### src/rtl/io_pkg.sv
// Shared definitions for the UART I/O path: byte/word geometry and bridge state encoding.
// IOcontroller and io_word_bridge both take their byte width from here.
package io_pkg;

    localparam int BYTE_W         = 8;
    localparam int BYTES_PER_WORD = 4;
    localparam int WORD_W         = BYTE_W * BYTES_PER_WORD;
    localparam int CNT_W          = 2;

    typedef enum logic [1:0] {
        ST_IDLE = 2'd0,
        ST_IN   = 2'd1,
        ST_OUT  = 2'd2,
        ST_RESP = 2'd3
    } io_state_t;

    // Remaining-byte counter load value: the transfer ends on the fire that sees zero.
    function automatic logic [CNT_W-1:0] first_cnt(input logic word);
        return word ? CNT_W'(BYTES_PER_WORD - 1) : '0;
    endfunction

endpackage

### src/rtl/io_word_bridge.sv
// Adapts CPU in/out requests (byte or 32-bit word) into byte handshakes on the
// IOcontroller receive/transmit streams, returning one response per request.
module io_word_bridge
    import io_pkg::*;
#(
    parameter bit BIG_ENDIAN    = 1'b1,
    parameter bit SIGN_EXT_BYTE = 1'b0
) (
    input  logic              clk,
    input  logic              rstn,
    input  logic              cpu_req_vld,
    output logic              cpu_req_rdy,
    input  logic              cpu_req_wr,
    input  logic              cpu_req_word,
    input  logic [WORD_W-1:0] cpu_req_data,
    output logic              cpu_resp_vld,
    input  logic              cpu_resp_rdy,
    output logic [WORD_W-1:0] cpu_resp_data,
    input  logic [BYTE_W-1:0] io_in_data,
    input  logic              io_in_vld,
    output logic              io_in_rdy,
    output logic [BYTE_W-1:0] io_out_data,
    input  logic              io_out_rdy,
    output logic              io_out_vld
);

    io_state_t         state_reg, state_next;
    logic [CNT_W-1:0]  cnt_reg, cnt_next;
    logic [WORD_W-1:0] shreg_reg, shreg_next;
    logic [WORD_W-1:0] resp_data_reg, resp_data_next;
    logic              word_reg, word_next;

    logic [WORD_W-1:0] shreg_in;
    logic [WORD_W-1:0] shreg_shifted;
    logic [WORD_W-1:0] byte_load;
    logic [WORD_W-1:0] byte_result;
    logic [BYTE_W-1:0] out_lane;

    // The first-transferred lane is the top byte in big-endian order, the bottom byte otherwise.
    always_comb begin
        if (BIG_ENDIAN) begin
            shreg_in      = {shreg_reg[WORD_W-BYTE_W-1:0], io_in_data};
            shreg_shifted = {shreg_reg[WORD_W-BYTE_W-1:0], {BYTE_W{1'b0}}};
            byte_load     = {cpu_req_data[BYTE_W-1:0], {(WORD_W-BYTE_W){1'b0}}};
            out_lane      = shreg_reg[WORD_W-1 -: BYTE_W];
        end else begin
            shreg_in      = {io_in_data, shreg_reg[WORD_W-1:BYTE_W]};
            shreg_shifted = {{BYTE_W{1'b0}}, shreg_reg[WORD_W-1:BYTE_W]};
            byte_load     = {{(WORD_W-BYTE_W){1'b0}}, cpu_req_data[BYTE_W-1:0]};
            out_lane      = shreg_reg[BYTE_W-1:0];
        end
        byte_result = {{(WORD_W-BYTE_W){SIGN_EXT_BYTE & io_in_data[BYTE_W-1]}}, io_in_data};
    end

    always_comb begin
        state_next     = state_reg;
        cnt_next       = cnt_reg;
        shreg_next     = shreg_reg;
        resp_data_next = resp_data_reg;
        word_next      = word_reg;

        case (state_reg)
            ST_IDLE: begin
                if (cpu_req_vld) begin
                    cnt_next  = first_cnt(cpu_req_word);
                    word_next = cpu_req_word;
                    if (cpu_req_wr) begin
                        shreg_next = cpu_req_word ? cpu_req_data : byte_load;
                        state_next = ST_OUT;
                    end else begin
                        shreg_next = '0;
                        state_next = ST_IN;
                    end
                end
            end
            ST_OUT: begin
                if (io_out_rdy) begin
                    shreg_next = shreg_shifted;
                    if (cnt_reg == '0) begin
                        resp_data_next = '0;
                        state_next     = ST_RESP;
                    end else begin
                        cnt_next = cnt_reg - 1'b1;
                    end
                end
            end
            ST_IN: begin
                if (io_in_vld) begin
                    shreg_next = shreg_in;
                    if (cnt_reg == '0) begin
                        resp_data_next = word_reg ? shreg_in : byte_result;
                        state_next     = ST_RESP;
                    end else begin
                        cnt_next = cnt_reg - 1'b1;
                    end
                end
            end
            ST_RESP: begin
                if (cpu_resp_rdy) begin
                    state_next = ST_IDLE;
                end
            end
            default: state_next = ST_IDLE;
        endcase
    end

    always_ff @(posedge clk) begin
        if (!rstn) begin
            state_reg     <= ST_IDLE;
            cnt_reg       <= '0;
            shreg_reg     <= '0;
            resp_data_reg <= '0;
            word_reg      <= 1'b0;
        end else begin
            state_reg     <= state_next;
            cnt_reg       <= cnt_next;
            shreg_reg     <= shreg_next;
            resp_data_reg <= resp_data_next;
            word_reg      <= word_next;
        end
    end

    // Handshake outputs depend only on registered state, so peers never see a loop back.
    assign cpu_req_rdy   = (state_reg == ST_IDLE);
    assign cpu_resp_vld  = (state_reg == ST_RESP);
    assign cpu_resp_data = resp_data_reg;
    assign io_in_rdy     = (state_reg == ST_IN);
    assign io_out_vld    = (state_reg == ST_OUT);
    assign io_out_data   = (state_reg == ST_OUT) ? out_lane : '0;

endmodule

### config.mk
export PLATFORM = sky130hd
export DESIGN_NAME = io_word_bridge
export DESIGN_NICKNAME = d
export VERILOG_FILES = /design/src/rtl/io_pkg.sv /design/src/rtl/io_word_bridge.sv
export SDC_FILE = /design/constraint.sdc
export NUM_CORES = 1
export LEC_CHECK = 0
export BUFFER_PORTS_ARGS = -buffer_cell sky130_fd_sc_hd__buf_2
export CAP_MARGIN = 40
export CORE_ASPECT_RATIO = 1.75
export CORE_MARGIN = 3
export CORE_UTILIZATION = 25
export DETAILED_ROUTE_END_ITERATION = 7
export GPL_ROUTABILITY_DRIVEN = 1
export PLACE_DENSITY = 0.43
export SYNTH_ARGS = -nofsm -noshare
export SYNTH_HDL_FRONTEND = slang
export SYNTH_SLANG_ARGS = --single-unit
### constraint.sdc
create_clock -name clk -period 2.4 [get_ports clk]
set_clock_uncertainty 0.1 [all_clocks]
set_input_delay 0.48 -clock clk [delete_from_list [all_inputs] [get_ports clk]]
set_output_delay 0.48 -clock clk [all_outputs]
set_load 0.01 [all_outputs]
**Yosys cells after proc, flatten, opt, wreduce, memory -nomap -nowiden**

Index checks and enable logic that the tools add are counted.

- Input port bits: 48
- Flip-flop bits (word level): 69

- Reduce and logical (&&, ||, !) cells: 8
- Add/sub/neg operators: 1
- Equal/unequal tests: 9
- Multiplexer cells: 26

Operators with widths:

| kind | number |
|---|---|
| 2-to-1 mux 32 bit | 10 |
| one-hot mux 32 bit (3 select lines) | 1 |
| one-hot mux 32 bit (2 select lines) | 1 |
| 2-to-1 mux 2 bit | 11 |
| 2-to-1 mux 8 bit | 1 |
| one-hot mux 2 bit (4 select lines) | 1 |
| AND reduction 4 bit | 2 |
| != test 2 x 1 -> 1 bit, second input constant | 3 |
| != test 2 bit, second input constant | 3 |
| one-hot mux 2 bit (3 select lines) | 1 |
| AND reduction 5 bit | 1 |
| equality test 2 bit, second input constant | 2 |
| zero test 2 bit | 2 |
| nonzero test 3 bit | 1 |
| equality test 2 x 1 -> 1 bit, second input constant | 1 |
| AND reduction 2 bit | 1 |
| nonzero test 2 bit | 1 |
| subtractor 2 x 1 -> 2 bit, second input constant | 1 |

**Longest topological paths before layout**

Gate-level depths: netlist of run 1.

- Depth in word-level cells: 4
- Mapped depth: 8
- Mapped depth without buffers: 6

**Worst setup path before layout of run 1**

No wires, ideal clock.

- Path kind: reg-to-reg
- Start point: register state_reg[1]
- End point: register resp_data_reg[0] (netlist: cpu_resp_data[0])
- Arrival time: 1.690 ns
- Data required time: 2.177 ns
- Stages on the path, launching flop included: 8
- Setup slack: 0.486 ns
- Cells stage by stage: dfxtp_1 > inv_1 > ha_1 > buf_6 > or2_4 > a41oi_4 > clkbuf_2 > o21ai_0

- Word-level cells in the longest chain between the ends: 3
- Elaborated cells on any way between the ends: 9
- Classes of those cells: eq/ne: 6; mux: 1; reduce/logical: 2

Ends and longest elaborated chain:

| element | line | source |
|---|---|---|
| start, declared | io_word_bridge.sv:27 | `io_state_t state_reg, state_next;` |
| start signal, assigned | io_word_bridge.sv:115 | `state_reg <= state_next;` |
| equality test 2 bit / equality test 2 x 1 -> 1 bit (equally long branches) | io_word_bridge.sv:62 | `case (state_reg)` |
| != test 2 x 1 -> 1 bit (no source line), or another cell as far along | - |  |
| AND reduction 5 bit (no source line) | - |  |
| end signal, assigned | io_word_bridge.sv:118 | `resp_data_reg <= resp_data_next;` |
| end, declared | io_word_bridge.sv:30 | `logic [WORD_W-1:0] resp_data_reg, resp_data_next;` |

Several ways; a longest one is shown, not always the timed one.
A chain may end at the register's enable or synchronous reset.

**Final worst setup path of run 1**

- Start point: register state_reg[0]
- End point: register shreg_reg[6]

- Word-level cells in the longest chain between the ends: 3
- Elaborated cells on any way between the ends: 9
- Classes of those cells: eq/ne: 5; mux: 1; reduce/logical: 3

Ends and longest elaborated chain:

| element | line | source |
|---|---|---|
| equality test 2 bit, or another cell as far along | io_word_bridge.sv:62 |  |
| != test 2 bit (no source line) / nonzero test 3 bit (equally long branches) | - |  |
| AND reduction 4 bit (no source line) | - |  |
| end signal, assigned | io_word_bridge.sv:117 | `shreg_reg <= shreg_next;` |
| end, declared | io_word_bridge.sv:29 | `logic [WORD_W-1:0] shreg_reg, shreg_next;` |

Several ways; a longest one is shown, not always the timed one.

==> impl_metrics.toml, run 1 <==
[clocking]
cts_buffer_depth = 2
clkLatencyLatePin_ns = 0.33
cts-root-buf = "clkbuf_16"
cts_tree = "yes"
cts_setup_buffers = 0
cts_resized = 0
cts.clk_slew.worst_paths_ns = 0.06
clock-sinks = 69
cts_buffers = 9
cts_max_level = 3
ctsHoldBuffers = 0

[worst_setup_path]
worst_r2r_startpoint = "state_reg[0]"
arrival_ns = 2.21
crit_path_cell_trace = "inv_1, ha_1, nand2b_1, and4_2, buf_12, o211ai_1, o211a_1"
critPathBufInv = 2
cpPeakStageDelay_ns = 0.43
worstSetupPathType = "reg2reg"
slowest_stage = "and4_2"
path_max_fanout = 39
r2r_cells = 7
r2r_end = "shreg_reg[6]"
path_depth = 7
required_ns = 2.52
end_kind = "register"
path_delay_family = "simple AND/OR/NAND/NOR gates"
ff2ff_setup_slack_ns = 0.31
critPathLaunch = "state_reg[0]"
cp-endpoint = "shreg_reg[6]"
crit_path_start_kind = "register"

[logic_synthesis]
synth_area_leaders = "dfxtp_1, o21ai_0, nand3_1"
ys_types = 34
yosys.area.top_type = "dfxtp_1"
avgSynthCellArea_um2 = 8.268
synth_top_area_share_pct = 43.62
ys_ff_latch = 69
synth_nets = 439
syn_area_um2 = 3167
synthCells = 383
yosys_warnings = 0
yosysSeqAreaShare_pct = 43.62

[route]
final_antenna_net_count = 0
wl_um = 9925
drc = 0
vias_per_cell = 4.712
num_vias = 2978
drt_iter0_drc = 140
first_pass_iters = 4
wl_per_cell_um = 15.70

[die]
die_y_um = 154.9
core_um2 = 12200
start_util_pct = 25.95
die_x_um = 91.08
row_count = 53
die_area_um2 = 14110
num_io_pins = 92

[global_routing]
grt_max_degree = 65
grt_use_total_pct = 14.33
grt_pass1_wl_um = 15760
grt-ovfl-total = 0
grt_pass1_vias = 3006
antenna_found_initial = 0

[worst_hold_path]
min_path_type = "in2reg"
hold_depth = 3

[timing]
slew_headroom_pct = 78.52
tns_ns = 0
finalHoldViolCount = 0
worstMarginPinSlew_ns = 0.3223
setup_viol = 0
min_period_ns = 2.086
drv_slew = 0
fmaxAchievable_ghz = 0.4794
post-route-period-util_pct = 86.92
rsz0062_at_grt = "false"

[final_layout]
fillers = 1365
drive_gt1_share_pct = 26.55
num_antenna_cells = 0
final_nets = 518
syn_to_final_growth_pct = 29.36
mostFrequentLayoutCells = "buf_2, dfxtp_1, o21ai_0"
mostFrequentLayoutCell = "buf_2"

[pwr]
power.total_mw = 4.927
worst_ir_drop_vdd_uv = 435.2
leakagePower_nw = 1.729
powerDensity_nw_per_um2 = 1203

[placement]
port_buffers = 91
dpl.hpwl_um = 7663
gp_congestion = 0.7903

[job]
cap_viol_max_count = 0

[run_status]
outcome = "completed"
tightest hold or removal path, stage by stage:
cell,delay [ns]
buf_2,0.11
nand3_1,0.07
o21ai_1,0.05
report_power, final:
group / internal (mW) / switching (mW)
clock: 0.936 / 0.502
sequential: 1.40 / 0.213
combinational: 0.699 / 1.18
per-stage QoR:
stage               worst slack [ns]  hold slack (ns)  instances  area [um^2]  util [%]
floorplan                     0.4863           0.3390        383         3167         -
global placement              0.3943           0.3455        616         3771     30.91
global route                 0.09857           0.3271        632         4096     33.57
CTS                           0.2979           0.3194        632         4096     33.57
finish                        0.3139           0.3272        632         4096     33.57
detailed placement            0.3071           0.3514        616         3771     30.91
synth_stat cells, drive strengths merged:
cell,n
o211a,8
nor2,12
nor3,1
o31ai,1
o21ai,59
and4,1
o21a,1
buf,13
nand4,1
dfxtp,69
o22ai,1
and4bb,1
o311a,1
and3,1
nand2,38
a21boi,1
and2,9
o211ai,11
mux2i,9
a22oi,15
nand3,51
a41oi,1
nand2b,5
clkbuf,22
ha,8
a21oi,34
inv,7
or2b,1
or2,1
routing by layer:
layer,vias to the layer above,GRT usage (%),wire (um)
li1,1525,-,-
met1,1363,16.68,4115
met2,80,25.19,5163
met3,10,3.919,491
met4,0,4.820,155
met5,-,0,0
cell families (layout without fill, tap and decap cells):
group,after synthesis,in the layout,share of synthesized area (%)
adder cells (fa/ha/maj),8,8,3.161
AO/OA/AOI/OAI,133,133,25.48
buffers and inverters,42,126,6.322
AND/OR/NAND/NOR,122,122,18.57
multiplexers,9,9,2.845
flip-flops,69,69,43.62
layout make-up:
class                           instances  area, um^2  area share [%]
Clock inverter                          6       86.33           2.108
Tap cell                              165       206.4           5.040
Multi-Input combinational cell        272        1587           38.73
Inverter                                7       26.28          0.6414
Sequential cell                        69        1381           33.72
Timing Repair Buffer                  103       570.5           13.93
Clock buffer                           10       239.0           5.834
how the worst min path moves through the flow:
| stage | from | to | slack [ns] |
|---|---|---|---|
| after floorplan | word_reg | word_reg | 0.34 |
| after global placement | cpu_resp_data[3] | cpu_resp_data[3] | 0.35 |
| after detailed placement | cpu_resp_data[3] | cpu_resp_data[3] | 0.35 |
| after CTS | io_in_data[1] | cpu_resp_data[1] | 0.32 |
| after global routing | io_in_data[1] | cpu_resp_data[1] | 0.33 |
| final | io_in_data[1] | cpu_resp_data[1] | 0.33 |
Note: power is estimated with default switching activity, not from simulation.
==> inputs of run 2 (changes only) <==
--- a/config.mk
+++ b/config.mk
@@ -8,8 +8,9 @@
 export BUFFER_PORTS_ARGS = -buffer_cell sky130_fd_sc_hd__buf_2
 export CAP_MARGIN = 40
 export CORE_ASPECT_RATIO = 1.75
-export CORE_MARGIN = 3
+export CORE_MARGIN = 1
 export CORE_UTILIZATION = 25
+export CTS_BUF_LIST = sky130_fd_sc_hd__clkbuf_4 sky130_fd_sc_hd__clkbuf_8
 export DETAILED_ROUTE_END_ITERATION = 7
 export GPL_ROUTABILITY_DRIVEN = 1
 export PLACE_DENSITY = 0.43
==> run 2 against run 1 <==
Against the previous run:
- design area decreased by 1.1%
- die area decreased by 6.9%
- critical path depth decreased by 1
- sequential power about the same
- combinational power increased by 5%
- register-to-register slack got worse by 0.04 ns
- count of clock-buffer cells in the layout increased by 1
- first-iteration DRC count increased by 3.6%
- critical path type unchanged
- via count increased by 0.91%
- largest cell class unchanged
- routed wire length decreased by 2.2%
- worst hold slack got worse by 0.016 ns
==> impl_metrics.toml, run 2 (same netlist as run 1, synthesis figures left out) <==
[run_status]
outcome = "completed"

[global_routing]
grt_pass1_wl_um = 14810
grt-ovfl-total = 0
grt_max_degree = 49
antenna_found_initial = 0
grt_pass1_vias = 2784
grt_use_total_pct = 15.22

[timing]
tns_ns = 0
worstMarginPinSlew_ns = 0.6278
rsz0062_at_grt = "false"
slew_headroom_pct = 58.10
min_period_ns = 2.131
setup_viol = 0
fmaxAchievable_ghz = 0.4693
post-route-period-util_pct = 88.78
drv_slew = 0
finalHoldViolCount = 0

[worst_setup_path]
path_max_fanout = 15
critPathBufInv = 1
slowest_stage = "nor2_2"
cpPeakStageDelay_ns = 0.50
end_kind = "register"
arrival_ns = 2.32
required_ns = 2.58
ff2ff_setup_slack_ns = 0.27
path_delay_family = "simple AND/OR/NAND/NOR gates"
crit_path_cell_trace = "inv_1, ha_1, nand2b_1, nor2_2, a22oi_1, a21oi_1"
crit_path_start_kind = "register"
worstSetupPathType = "reg2reg"

[route]
num_vias = 3005
wl_um = 9710
vias_per_cell = 4.725
wl_per_cell_um = 15.27
first_pass_iters = 4
final_antenna_net_count = 0
drt_iter0_drc = 145
drc = 0

[die]
die_y_um = 150.9
start_util_pct = 25.47
core_um2 = 12430
row_count = 54
die_x_um = 87.08
die_area_um2 = 13140
num_io_pins = 92

[placement]
gp_congestion = 0.8195
port_buffers = 91
post-place-cells = 621
dpl.hpwl_um = 7487
dpl_cell_area_um2 = 3802

[clocking]
ctsHoldBuffers = 0
clock-sinks = 69
cts_setup_buffers = 0
clkLatencyLatePin_ns = 0.35
cts_buffer_depth = 2
cts_tree = "yes"
cts-root-buf = "clkbuf_8"
cts.clk_slew.worst_paths_ns = 0.07
cts_resized = 0
cts_buffers = 9
cts_max_level = 3

[final_layout]
mostFrequentLayoutCell = "buf_2"
drive_gt1_share_pct = 26.71
final_nets = 520
fin_cells = 636
num_antenna_cells = 0
final_cell_area_um2 = 4050
syn_to_final_growth_pct = 27.89
mostFrequentLayoutCells = "buf_2, dfxtp_1, o21ai_0"

[pwr]
leakagePower_nw = 1.711
power.total_mw = 4.774
powerDensity_nw_per_um2 = 1179
worst_ir_drop_vdd_uv = 400.5

[worst_hold_path]
min_path_type = "in2reg"

[job]
cap_viol_max_count = 0
-- run 2: routing by layer --
| metal | part of all wire (%) | global-route usage [%] | vias to the layer above |
|---|---|---|---|
| li1 | - | - | 1528 |
| met1 | 43 | 18.01 | 1379 |
| met2 | 50 | 25.83 | 85 |
| met3 | 4.6 | 3.651 | 13 |
| met4 | 2.4 | 6.667 | 0 |
| met5 | 0 | 0 | - |
-- run 2: power breakdown --
part           switching [mW]  leakage [nW]  internal (mW)
registers               0.213         0.563           1.40
clock network           0.440         0.125          0.740
logic                    1.21          1.02          0.770
total                    1.87          1.71           2.91
-- run 2: worst register-to-register path, stage by stage (launching register included) --
cell	delay [ns]
dfxtp_1	0.40
inv_1	0.12
ha_1	0.37
nand2b_1	0.20
nor2_2	0.50
a22oi_1	0.20
a21oi_1	0.17
-- run 2: per-stage QoR --
step	util, %	hold slack (ns)	setup WS, ns
floorplan	-	0.3390	0.4863
global placement	30.59	0.3446	0.2828
detailed placement	30.59	0.3479	0.2098
CTS	32.57	0.2844	0.1850
global route	32.58	0.3014	0.01178
finish	32.58	0.3117	0.2693
-- run 2: layout make-up --
cell class                 instances  area [um^2]
clock inverter                     4        95.09
inverter                           7        26.28
tap                              168        210.2
fill                            1425         8382
sequential                        69         1381
multi-input combinational        272         1588
clock buffer                      11        151.4
timing repair buffer             105        598.1
-- run 2: path summary, 6_finish.rpt --
check | startpoint | depth (start not counted) | to
worst max-delay path | state_reg[0] | 6 | shreg_reg[22]
worst max register to register | state_reg[0] | 6 | shreg_reg[22]
worst min-delay path | io_in_data[1] | 3 | cpu_resp_data[1]
worst min register to register | cpu_resp_data[3] | 2 | cpu_resp_data[3]
